<file path="config.mk">
export PLATFORM = sky130hd
export DESIGN_NAME = ring_token_arbiter
export DESIGN_NICKNAME = d
export VERILOG_FILES = /design/src/rtl/ring_token_arbiter.sv
export SDC_FILE = /design/constraint.sdc
export NUM_CORES = 1
export LEC_CHECK = 0
export CAP_MARGIN = 20
export CELL_PAD_IN_SITES_DETAIL_PLACEMENT = 0
export CELL_PAD_IN_SITES_GLOBAL_PLACEMENT = 1
export CORE_MARGIN = 8
export CORE_UTILIZATION = 34
export DETAILED_ROUTE_END_ITERATION = 10
export GPL_TIMING_DRIVEN = 0
export HOLD_SLACK_MARGIN = 0.06
export PLACE_DENSITY = 0.81
export SETUP_SLACK_MARGIN = 0.2
export SLEW_MARGIN = 20
export SYNTH_ARGS = -nofsm -noshare
export SYNTH_HDL_FRONTEND = slang
export SYNTH_SLANG_ARGS = --single-unit
</file>
<file path="constraint.sdc">
create_clock -name clk -period 2.4 [get_ports clk]
set_clock_uncertainty 0.05 [all_clocks]
set_input_delay 0.36 -clock clk [delete_from_list [all_inputs] [get_ports clk]]
set_output_delay 0.36 -clock clk [all_outputs]
set_load 0.05 [all_outputs]
</file>
<file path="src/rtl/ring_token_arbiter.sv">
// Round-robin arbiter with a one-hot rotating priority token.
// A grant is held while its request stays high, for at most HOLD_MAX cycles.
module ring_token_arbiter #(
    parameter int N        = 4,
    parameter int HOLD_MAX = 8,
    localparam int CW      = $clog2(HOLD_MAX + 1),
    localparam int TW      = $clog2(N)
) (
    input  logic          clk,
    input  logic          reset,
    input  logic          preset,
    input  logic [N-1:0]  req,
    output logic [N-1:0]  grant,
    output logic [N-1:0]  token,
    output logic          busy,
    output logic [CW-1:0] hold_cnt
);

    typedef enum logic {IDLE, GRANT} state_t;

    state_t        state;
    logic [TW-1:0] tidx;
    logic [N-1:0]  pick;
    logic          found;
    logic          release_now;

    always_comb begin
        tidx = '0;
        for (int i = 0; i < N; i++) begin
            if (token[i]) tidx = i[TW-1:0];
        end
    end

    // Circular scan upward from the token position, token position included.
    always_comb begin
        pick  = '0;
        found = 1'b0;
        for (int k = 0; k < N; k++) begin
            if (!found && req[(int'(tidx) + k) % N]) begin
                pick[(int'(tidx) + k) % N] = 1'b1;
                found = 1'b1;
            end
        end
    end

    assign release_now = !(|(req & grant)) || (hold_cnt == CW'(HOLD_MAX));

    always_ff @(posedge clk) begin
        if (reset) begin
            state    <= IDLE;
            grant    <= '0;
            token    <= {{(N-1){1'b0}}, 1'b1};
            busy     <= 1'b0;
            hold_cnt <= '0;
        end else if (preset) begin
            state    <= IDLE;
            grant    <= '0;
            token    <= {1'b1, {(N-1){1'b0}}};
            busy     <= 1'b0;
            hold_cnt <= '0;
        end else begin
            case (state)
                IDLE: begin
                    if (found) begin
                        state    <= GRANT;
                        grant    <= pick;
                        busy     <= 1'b1;
                        hold_cnt <= CW'(1);
                    end
                end
                GRANT: begin
                    if (release_now) begin
                        // Token moves just past the winner as the grant drops.
                        state    <= IDLE;
                        token    <= {grant[N-2:0], grant[N-1]};
                        grant    <= '0;
                        busy     <= 1'b0;
                        hold_cnt <= '0;
                    end else begin
                        hold_cnt <= hold_cnt + CW'(1);
                    end
                end
                default: state <= IDLE;
            endcase
        end
    end

endmodule
</file>
# After elaboration in Yosys (flattened, before gate mapping)
# Index checks and enable logic that the tools add are counted.
# Widths: inputs -> output; s select.
# word_totals
register_bits,14
latchBits,0
ram_bits,0
mem_bits_ro,0
input_bits,7
memories,0
# classes
addsub,4
mul,0
n_div,0
n_lt_le_gt_ge,8
eq_ne,3
shifts,0
n_mux,45
bitwise,8
reduce_logical,22
# op_table
operator,n
$mux 4,11
$mux 1,20
$pmux 4 s2,2
$lt 3x4->1 const B,3
$or 4x4->4,3
$ge 3x1->1 const B,3
$bmux 1 s2,4
$demux 1 s2,4
$reduce_or 2->1,4
$logic_and 1x1->1,7
$reduce_and 2->1,3
$add 2x2->2 const B,2
$add 4x1->4 const B,1
$and 4x4->4,1
$eq 4x4->1 const B,1
$logic_not 1->1,4
$mux 2,2
$pmux 1 s2,2
$reduce_bool 2->1,2
$reduce_or 4->1,1
$and 1x1->1 const A,3
$lt 2x3->1 const B,1
$add 2x1->2 const B,1
$ge 2x1->1 const B,1
4 further kinds,4

# Longest topological paths before layout
# Gate-level depths: netlist of the first run.
# depth
ltp_word,19
depth_mapped,9
mapped_depth_nobuf,8

# Worst setup path before layout of the first run
# No wires, ideal clock.
# synth_path
path_type,register to register
start,register token[1]
end,register grant[0]
setup_ns,0.063
arrival_ns,2.830
required_ns,2.287
path_slack_ns,-0.543
stages_incl_launch_ff,10
path_buffers,1
path_cell_list,dfxtp_1 -> nor2b_1 -> nor2_1 -> ha_1 -> buf_2 -> or3b_1 -> a2111oi_2 -> o311a_2 -> a22oi_1 -> nand3_1
# synth_via
elab_chain_cells,18
elab_cells_between_ends,64
classes_between,add/sub: 3; order compare: 8; eq/ne: 1; mux: 32; bitwise: 6; reduce/logical: 14
# synth_lines
element,line,text
"start, declared",14,"output logic [N-1:0] token,"
"start signal, assigned",52,"token <= {{(N-1){1'b0}}, 1'b1};"
"start signal, assigned",58,"token <= {1'b1, {(N-1){1'b0}}};"
"start signal, assigned",75,"token <= {grant[N-2:0], grant[N-1]};"
$mux 1 (*),30,if (token[i]) tidx = i[TW-1:0];
$mux 2 (*) (2 in a row),30,
$add 2x1->2,"39, 40",
$reduce_or 2->1 (no source line),-,
$and 1x1->1 (no source line),-,
$lt 3x4->1 (implied by the code) or $ge 3x1->1 (tied branches),40,pick[(int'(tidx) + k) % N] = 1'b1;
$logic_and 1x1->1 (implied by the code),40,
$mux 1 (implied by the code),40,
$demux 1 s2,40,
$or 4x4->4 (no source line),-,
$mux 4,39,if (!found && req[(int'(tidx) + k) % N]) begin
$or 4x4->4 (no source line),-,
$mux 4,39,
$or 4x4->4 (no source line),-,
$mux 4,39,
$mux 4,64,if (found) begin
$pmux 4 s2,62,case (state)
"end signal, assigned",66,grant <= pick;
"end, declared",13,"output logic [N-1:0] grant,"
# Every way passes the cells marked *; elsewhere a longest branch is shown, timed or not. The select of a mux whose other input is x is not followed.
# A chain may end at the register's enable or synchronous reset.

# Worst setup path after layout of the first run
# layout_path
start,register token[3]
end,register grant[1]
# layout_via
elab_chain_cells,16
elab_cells_between_ends,62
classes_between,add/sub: 3; order compare: 8; eq/ne: 1; mux: 30; bitwise: 6; reduce/logical: 14
# layout_lines
element,line
$mux 2 (*),30
$add 2x1->2,"39, 40"
$reduce_or 2->1 (no source line),-
$and 1x1->1 (no source line),-
$lt 3x4->1 (implied by the code) or $ge 3x1->1 (tied branches),40
$logic_and 1x1->1 (implied by the code),40
$mux 1 (implied by the code),40
$demux 1 s2,40
$or 4x4->4 (no source line),-
$mux 4,39
$or 4x4->4 (no source line),-
$mux 4,39
$or 4x4->4 (no source line),-
$mux 4,39
$mux 4,64
$pmux 4 s2,62
# Marks and branches as above.

==> results.toml, run 1 <==
[power_and_ir_drop]
clock_power_share_pct = 26.3
p_leak_nw = 0.615
peakVddDrop_uv = 243
power_frac_comb_pct = 34.2
intPower_w = 0.000425
switching_power_w = 0.000208
power_density_nw_per_um2 = 407
seqPwrFrac_pct = 39.5
swShare_pct = 32.8

[critical_path]
worstPathMaxFanout = 8
end_kind = "register"
critical_path_class = "reg -> reg"
critical_path_required_ns = 2.57
worst_ep_arrival_time_ns = 2.37
start_kind = "register"

[yosys]
syn_inst = 124
synth_edf_count = 0
synth_nets = 141
synthTopCellsByArea = "dfxtp_1, ha_1, mux2i_1"
synth_top_area_share_pct = 26.2
yosys_register_bits = 14
yosysTopAreaCell = "dfxtp_1"
yosysSeqAreaShare_pct = 26.2
synthFlopType = "dfxtp_1"
synth_warnings = 0
async_flop_share_pct = 0
avgSynthCellArea_um2 = 8.64
synth.distinct_cells = 45
syn-cell-area_um2 = 1070

[die]
num_rows = 20
core_area_um2 = 3030
dieArea_um2 = 5200
start_util_pct = 35.4
die_h_um = 72.1
die_w_um = 72.1
io_pins = 20

[placement]
gp_congestion = 0.787
port-buffer-count = 17
dp_hpwl_um = 2100

[timing]
setup_tns_ns = 0
slew_headroom_pct = 66.5
final_hold_viol_count = 0
worst_hold_slack_ns = 0.454
rsz0062_at_grt = "true"
max_freq_mhz = 454
tightest_slew_ns = 0.501
slew_violations = 0
finalSetupViolations = 0
min_period_over_period_pct = 91.7
period_needed_ns = 2.20

[clock_tree]
cts_tree = "yes"
cts_made_buffers = 3
h-tree-depth = 1
clk_path_buf_depth = 2
cts_hold_buf = 0
clk_pin_slew_ns = 0.09
insertion_delay_ns = 0.28
cts_sinks = 14
root_buffer = "clkbuf_4"

[drt]
drt-initial-drc-count = 31
vias_per_cell = 5.41
via_count = 1071
drtAntennaViolNets = 0
detail_route.wl_per_cell_um = 14.1
routed_wl_um = 2790
drc = 0
drtPass1Iterations = 4

[global_route]
first_global_vias = 979
grt_pass1_wl_um = 4590
antenna_found_initial = 0
grt_start_max_net_pins = 11
grt-ovfl-total = 0
track_usage_pct = 10.8

[job]
cap_violations = 0

[min_path]
hp-class = "reg -> reg"

[finish]
mostFrequentLayoutCells = "clkdlybuf4s50_1, dfxtp_1, buf_4"
num-nets-final = 172
diodes = 0
final_layout_size_suffix_gt1_share_pct = 26.6
layout.cells.most_common = "clkdlybuf4s50_1"
area_growth_pct = 45.3
final_util_pct = 51.4

[status]
outcome = "finished, final reports clean"
per-layer routing:
layer	global-route usage [%]	routed length (um)
met3	2.20	96
met2	19.4	1440
met5	0	0
met4	3.40	59
met1	12.4	1190
layout make-up:
type                       count  area, um^2
tap                           44        55.1
clock buffer                   4        36.3
timing repair buffer          26         240
inverter                      10        37.5
buffer                         7        62.6
fill                         304        1470
sequential                    14         292
multi-input combinational     93         833
cells in the mapped netlist, types with 3 or more instances:
cell type,instances
dfxtp_1,14
ha_1,10
inv_1,9
nand2_1,8
nand3_1,7
nor2_1,7
mux2i_1,6
a22oi_1,5
a21oi_1,4
buf_2,4
nand2b_1,3
nor2b_1,3
o22a_1,3
o22ai_1,3
flip-flops by register name (all words and copies together), names as in the netlist:
signal	count
grant	4
busy	1
state	1
hold_cnt	4
token	4
critical path, stage by stage, from the launching register on:
cell       delay [ns]
dfxtp_4          0.36
or2_4            0.27
ha_4             0.21
buf_6            0.13
or3b_4           0.38
a2111oi_4        0.31
o311a_4          0.26
a22oi_2          0.09
nand3_1          0.09
worst paths after layout:
kind / from / endpoint / slack [ns] / cells past startpoint
min reg2reg: busy / busy / 0.45 / 1
max reg2reg: token[3] / grant[1] / 0.20 / 8
min: busy / busy / 0.45 / 1
max: token[3] / grant[1] / 0.20 / 8
power groups by stage:
| stage | registers [W] | logic (W) | clock network (W) |
|---|---|---|---|
| final | 0.000250 | 0.000217 | 0.000167 |
| after global routing | 0.000251 | 0.000234 | 0.000188 |
| after CTS | 0.000250 | 0.000200 | 0.000174 |
| after detailed placement | 0.000256 | 0.000179 | 0 |
| after global placement | 0.000255 | 0.000176 | 0 |
| after floorplan | 0.000283 | 0.000102 | 0 |
what timing repair did:
| action | CTS | global route |
|---|---|---|
| gates resized for setup | 8 | 7 |
| setup buffers | 5 | 4 |
| pin swaps | 10 | 7 |
| endpoints found under the setup margin | 4 | 4 |
| cloned | 0 | 0 |
stage by stage:
stage | total power [W] | setup WS, ns | std cells | cell area, um^2
floorplan | 0.000385 | 0.105 | 124 | 1120
global placement | 0.000431 | -0.0317 | 185 | 1350
detailed placement | 0.000435 | -0.0912 | 185 | 1350
CTS | 0.000625 | 0.117 | 194 | 1470
global route | 0.000673 | 0.112 | 198 | 1560
finish | 0.000633 | 0.200 | 198 | 1560
cells by family after synthesis:
logic type,after synthesis,synth area share (%)
AO/OA/AOI/OAI,36,28.0
adder cells (fa/ha/maj),10,11.7
buffers and inverters,17,6.78
flip-flops,14,26.2
multiplexers,6,5.61
AND/OR/NAND/NOR,41,21.7
No activity file was read; power rests on OpenSTA's default activity.
==> run 2, diff against run 1 <==
--- a/config.mk
+++ b/config.mk
@@ -5,14 +5,14 @@
 export SDC_FILE = /design/constraint.sdc
 export NUM_CORES = 1
 export LEC_CHECK = 0
-export CAP_MARGIN = 20
+export CAP_MARGIN = 25
 export CELL_PAD_IN_SITES_DETAIL_PLACEMENT = 0
 export CELL_PAD_IN_SITES_GLOBAL_PLACEMENT = 1
 export CORE_MARGIN = 8
 export CORE_UTILIZATION = 34
 export DETAILED_ROUTE_END_ITERATION = 10
 export GPL_TIMING_DRIVEN = 0
-export HOLD_SLACK_MARGIN = 0.06
+export HOLD_SLACK_MARGIN = 0.08
 export PLACE_DENSITY = 0.81
 export SETUP_SLACK_MARGIN = 0.2
 export SLEW_MARGIN = 20
==> results of run 2 <==
Final layout, timing and power as in run 1 (identical DEF).
